===== config.mk =====
export PLATFORM = sky130hd
export DESIGN_NAME = countdown_matrix_ctrl
export DESIGN_NICKNAME = d
export VERILOG_FILES = /design/src/rtl/countdown_matrix_ctrl.sv
export SDC_FILE = /design/constraint.sdc
export NUM_CORES = 1
export LEC_CHECK = 0
export CAP_MARGIN = 20
export CELL_PAD_IN_SITES_DETAIL_PLACEMENT = 1
export CELL_PAD_IN_SITES_GLOBAL_PLACEMENT = 1
export CORE_MARGIN = 8
export CORE_UTILIZATION = 35
export CTS_CLUSTER_SIZE = 10
export DETAILED_ROUTE_END_ITERATION = 16
export PLACE_DENSITY_LB_ADDON = 0.08
export SLEW_MARGIN = 20
export SYNTH_ARGS = -nofsm -noshare
export SYNTH_HDL_FRONTEND = slang
export SYNTH_SLANG_ARGS = --single-unit

===== constraint.sdc =====
create_clock -name i_clk -period 4.1 [get_ports i_clk]
set_input_delay 0.82 -clock i_clk [delete_from_list [all_inputs] [get_ports i_clk]]
set_output_delay 0.82 -clock i_clk [all_outputs]
set_load 0.005 [all_outputs]

===== src/rtl/countdown_matrix_ctrl.sv =====
// Row-scan, count FSM and blink gating for the dot-matrix countdown display.
// Optional AUTO_RELOAD_EN: restart the count and pulse done instead of holding in DONE.
module countdown_matrix_ctrl #(
  parameter int ROWS      = 16,
  parameter int ROW_W     = 4,
  parameter int COLS      = 16,
  parameter int CNT_DIV   = 33554432,
  parameter int SCAN_DIV  = 65536,
  parameter int BLINK_DIV = 8388608,
  parameter int HI        = 9,
  parameter int LO        = 4
) (
  input  logic             i_clk,
  input  logic             i_rst,
  input  logic             i_start,
  input  logic             i_pause,
  input  logic             i_dir,
  input  logic             i_load,
  input  logic [3:0]       i_load_val,
  input  logic [COLS-1:0]  i_col_ptn,
  output logic [ROW_W-1:0] o_row_bin,
  output logic [3:0]       o_digit,
  output logic [COLS-1:0]  o_col,
  output logic             o_done,
  output logic             o_running
);

  localparam int SW = (SCAN_DIV > 1) ? $clog2(SCAN_DIV) : 1;
  localparam int CW = (CNT_DIV > 1) ? $clog2(CNT_DIV) : 1;
  localparam int BW = (BLINK_DIV > 1) ? $clog2(BLINK_DIV) : 1;

  localparam logic [SW-1:0]    SCAN_TC  = SW'(SCAN_DIV - 1);
  localparam logic [CW-1:0]    CNT_TC   = CW'(CNT_DIV - 1);
  localparam logic [BW-1:0]    BLINK_TC = BW'(BLINK_DIV - 1);
  localparam logic [ROW_W-1:0] ROW_TC   = ROW_W'(ROWS - 1);
  localparam logic [3:0]       LO_D     = 4'(LO);
  localparam logic [3:0]       HI_D     = 4'(HI);

  typedef enum logic [1:0] {
    S_IDLE,
    S_RUN,
    S_PAUSE,
    S_DONE
  } state_t;

  state_t           r_state, w_state_nx;
  logic [3:0]       r_digit, w_digit_nx;
  logic [ROW_W-1:0] r_row, w_row_nx;
  logic [SW-1:0]    r_scan, w_scan_nx;
  logic [CW-1:0]    r_cnt, w_cnt_nx;
  logic [BW-1:0]    r_blink, w_blink_nx;
  logic             r_blank, w_blank_nx;
  logic             r_dir_q, w_dir_nx;
  logic             r_done, r_running;
  logic             w_pulse;
  logic [3:0]       w_clamp, w_end;
  logic             w_scan_tc, w_cnt_tc, w_blink_tc;

  always_comb begin
    w_scan_tc  = (r_scan == SCAN_TC);
    w_cnt_tc   = (r_cnt == CNT_TC);
    w_blink_tc = (r_blink == BLINK_TC);
    w_end      = r_dir_q ? HI_D : LO_D;
    w_clamp    = i_load_val;
    if (i_load_val < LO_D) w_clamp = LO_D;
    if (i_load_val > HI_D) w_clamp = HI_D;

    w_scan_nx = w_scan_tc ? '0 : r_scan + SW'(1);
    w_row_nx  = r_row;
    if (w_scan_tc)
      w_row_nx = (r_row == ROW_TC) ? '0 : r_row + ROW_W'(1);

    w_state_nx = r_state;
    w_digit_nx = r_digit;
    w_dir_nx   = r_dir_q;
    w_cnt_nx   = r_cnt;
    w_blink_nx = '0;
    w_blank_nx = 1'b0;
    w_pulse    = 1'b0;

    if (i_load) begin
      w_digit_nx = w_clamp;
      w_state_nx = S_IDLE;
      w_cnt_nx   = '0;
    end else begin
      unique case (r_state)
        S_IDLE: begin
          if (i_start) begin
            w_dir_nx   = i_dir;
            w_state_nx = S_RUN;
            w_cnt_nx   = '0;
          end
        end
        S_RUN: begin
          if (i_pause) begin
            w_state_nx = S_PAUSE;
          end else if (w_cnt_tc) begin
            w_cnt_nx = '0;
            if (r_digit == w_end) begin
`ifdef AUTO_RELOAD_EN
              w_digit_nx = r_dir_q ? LO_D : HI_D;
              w_pulse    = 1'b1;
`else
              w_state_nx = S_DONE;
`endif
            end else begin
              w_digit_nx = r_dir_q ? r_digit + 4'd1
                                   : r_digit - 4'd1;
            end
          end else begin
            w_cnt_nx = r_cnt + CW'(1);
          end
        end
        S_PAUSE: begin
          if (!i_pause) w_state_nx = S_RUN;
        end
        S_DONE: begin
          if (i_start) begin
            w_dir_nx   = i_dir;
            w_digit_nx = i_dir ? LO_D : HI_D;
            w_state_nx = S_RUN;
            w_cnt_nx   = '0;
          end else begin
            w_blink_nx = w_blink_tc ? '0 : r_blink + BW'(1);
            w_blank_nx = w_blink_tc ? ~r_blank : r_blank;
          end
        end
        default: w_state_nx = S_IDLE;
      endcase
    end
  end

  always_ff @(posedge i_clk) begin
    if (i_rst) begin
      r_state   <= S_IDLE;
      r_digit   <= HI_D;
      r_row     <= '0;
      r_scan    <= '0;
      r_cnt     <= '0;
      r_blink   <= '0;
      r_blank   <= 1'b0;
      r_dir_q   <= 1'b0;
      r_done    <= 1'b0;
      r_running <= 1'b0;
    end else begin
      r_state   <= w_state_nx;
      r_digit   <= w_digit_nx;
      r_row     <= w_row_nx;
      r_scan    <= w_scan_nx;
      r_cnt     <= w_cnt_nx;
      r_blink   <= w_blink_nx;
      r_blank   <= w_blank_nx;
      r_dir_q   <= w_dir_nx;
      r_done    <= (w_state_nx == S_DONE) | w_pulse;
      r_running <= (w_state_nx == S_RUN);
    end
  end

  assign o_row_bin = r_row;
  assign o_digit   = r_digit;
  assign o_done    = r_done;
  assign o_running = r_running;
  assign o_col     = r_blank ? '0 : i_col_ptn;

endmodule

==> metrics.md <==
| Metric | Value |
|---|---|
| Slew Limit Fails | 0 |
| Slew margin rel. | 25.5% |
| Post-Syn Instances | 460 |
| Synth cell count leaders | nor2_1 (84), dfxtp_1 (78), xor2_1 (29) |
| Fin Setup TNS | 0 ns |
| Peak Freq | 365 MHz |
| Core Region | 0.0108 mm² |
| Clock buffer depth | 2 |
| Largest family of logic cells by synthesized area | simple AND/OR/NAND/NOR gates |
| CP max-delay cell | clkdlybuf4s50_1 |
| Nets | 546 |
| Setup crit end kind | primary output |
| Total GRT Usage | 13.0% |
| Met3 usage | 3.82% |
| Met2 Usage GRT | 21.1% |
| Setup CP Type | input port to primary output |
| Synth area leaders | dfxtp_1 (40%), nor2_1 (8.2%), xor2_1 (6.6%) |
| Maximum fanout along the worst path | 1 |
| Worst Path Arrival | 1.92 ns |
| Synthesized net count | 496 |
| Worst-Margin Slew | 1.11 ns |
| Htree depth | 3 |
| Synth Area in Compound Gates | 7.26% |
| P per Cell Area | 319 mW/mm² |
| Die H | 121 µm |
| CTS tree | done |
| Synth Area in Simple Gates | 31.9% |
| Initial core utilization | 35.8% |
| Wire per inst | 14.0 µm |
| Top cell type's share of synthesized area | 40.4% |
| Clk_lat worst skew | 0.35 ns |
| Pre-antenna DRT Iters | 4 |
| Unrepaired setup endpoints after global routing | no |
| Minimum clock period | 2.74 ns |
| Ys async rst share | 0% |
| DIE AREA | 0.0146 mm² |
| Grt met1 use | 16.1% |
| Hold Buf Count CTS | 0 |
| CP required | 3.28 ns |
| DR vias | 3299 |
| Gr ovfl total | 0 |
| Count leader, synth | nor2_1 |
| Initial drt markers | 106 |
| Initial antenna violation count | 0 |
| Worst IR Drop VDD | 171 µV |
| # diodes | 0 |
| Clock skew | 0.00923 ns |
| DR DRC count | 0 |
| Hold Path Origin | r_blink[0] |
| Largest net degree at the start of global routing | 22 |
| Layout cell share with drive strength beyond 1 | 5.44% |
| Status | completed |
| CTS Buf Count | 9 |
| Number of synthesized flops with an enable pin | 0 |
| Adder-cell area share of the yosys netlist | 3.43% |
| Most common cell on crit path | clkdlybuf4s50_1 |
| First-pass GRT wire length | 15700 µm |
| Root Driver | clkbuf_8 |
| Post-synthesis cell type count | 48 |
| DIE WIDTH | 121 µm |
| Area delta synth->final | 21.6% |
| HPWL after DPL | 6820 µm |
| Yosys synthesis warning count | 0 |
| R2R Path Start | r_cnt[12] |
| Final RePlAce weighted congestion | 0.750 |
| Post-synthesis xor/xnor area fraction | 12.0% |
| Pre-CTS WS | 1.19 ns |
| Port Buf Inserts | 51 |
| Setup violations, final | 0 |
| WL final | 9180 µm |
| Crit path launch | i_col_ptn[15] |
| Maxcap violations | 0 |
| Top Ports | 52 |
| Synth Register Bits | 78 |
| TritonCTS Sinks | 78 |
| Sequence of cells on the critical path | clkdlybuf4s50_1 -> nor2b_1 -> clkdlybuf4s50_1 |
| Synth Flop Type | dfxtp_1 |
| GR peak layer | met2 |
| Yosys top cell by area | dfxtp_1 |
| Final worst-path cycle share | 66.8% |
| P_leak | 1.58 nW |
| Hold Path Class | flop to flop |
| Vias in the first global route | 3373 |
| Routed vias/inst | 5.04 |
| Antenna-violating nets left | 0 |
| Post-CTS Setup Inserts | 0 |
| # resized after CTS | 0 |
| Worst setup SP type | input port |
| Synthesized cell area | 0.00386 mm² |
| Syn_area_per_cell | 8.39 µm² |
| Max incr delay on CP | 0.52 ns |
| Final Hold Vio Count | 0 |
| Post-synthesis sequential area ratio | 40.4% |
| Worst setup margin | 1.36 ns |
| Mux cell area share after synthesis | 1.30% |
| Num rows | 38 |
| Clk slew on worst S/H paths | 0.08 ns |
-- kinds of logic after synthesis --
logic type                 Yosys count
xor gates and xnor gates            53
DFF                                 78
adders and majority gates           10
AOI/OAI and AO/OA                   47
buffers and inverters               31
and+or+nand+nor                    236
muxes                                5
-- power breakdown --
| part | internal, mW | switching (mW) |
|---|---|---|
| sequential | 0.765 | 0.00947 |
| combinational | 0.0692 | 0.0511 |
| clock | 0.302 | 0.303 |
-- worst max-delay path: cells and delay by family --
kind                   cells  cell delay [ns]
buffers and inverters      2             0.98
AND/OR/NAND/NOR            1             0.12
-- cell type report --
type                            count  area (µm²)
Timing Repair Buffer               54         533
Tap cell                          140         175
Multi-Input combinational cell    351        2160
Inverter                           16        60.1
Clock inverter                      6        70.1
Fill cell                        1285        6100
Clock buffer                       10         138
Sequential cell                    78        1560
-- layer usage --
metal	vias to the layer above	routed length, µm
met4	0	90
met1	1556	4530
met3	7	491
li1	1672	-
met5	-	0
met2	64	4060
-- registers in the layout, indices dropped and copies added, names as in the netlist, 2 cells and up --
| register | count |
|---|---|
| r_cnt | 25 |
| r_blink | 23 |
| r_scan | 16 |
| o_digit | 4 |
| o_row_bin | 4 |
| r_state | 2 |
-- final timing paths --
path	end	slack [ns]	cells after the start
worst max-delay path	o_col[15]	1.36	3
worst min-delay path	r_blink[0]	0.47	1
worst max register to register	r_cnt[7]	1.67	6
worst min register to register	r_blink[0]	0.47	1
-- stage by stage --
stage               hold WS [ns]  total power, mW  cell area (µm²)  util (%)  std cells
floorplan                  0.417            0.849             3860         -        460
detailed placement         0.465            0.915             4490      41.6        639
global route               0.488             1.57             4700      43.5        655
global placement           0.432            0.912             4490      41.6        639
CTS                        0.483             1.53             4700      43.5        655
finish                     0.467             1.50             4700      43.5        655
-- layout by cell type (no fill, tap or decap), types with 2 or more instances in the layout --
master	instances
o21ai_0	10
a211oi_1	2
nor2b_1	19
nor3b_1	4
nor4_1	3
or4_1	3
nand4b_1	4
nor3_1	11
clkbuf_8	10
nand2_1	23
nor2_1	84
mux2i_1	5
ha_1	9
nand4_1	16
and2_1	5
nand3b_1	2
dfxtp_1	78
nor2_2	3
inv_1	16
a21o_1	2
a21oi_1	21
and4_1	4
o31ai_1	3
nand2b_1	3
nand3_1	26
and3_1	11
clkinv_4	3
or3_1	8
xor2_1	29
nor4_4	2
xnor2_1	24
buf_4	3
clkdlybuf4s50_1	51
No activity file was read; power rests on OpenSTA's default activity.
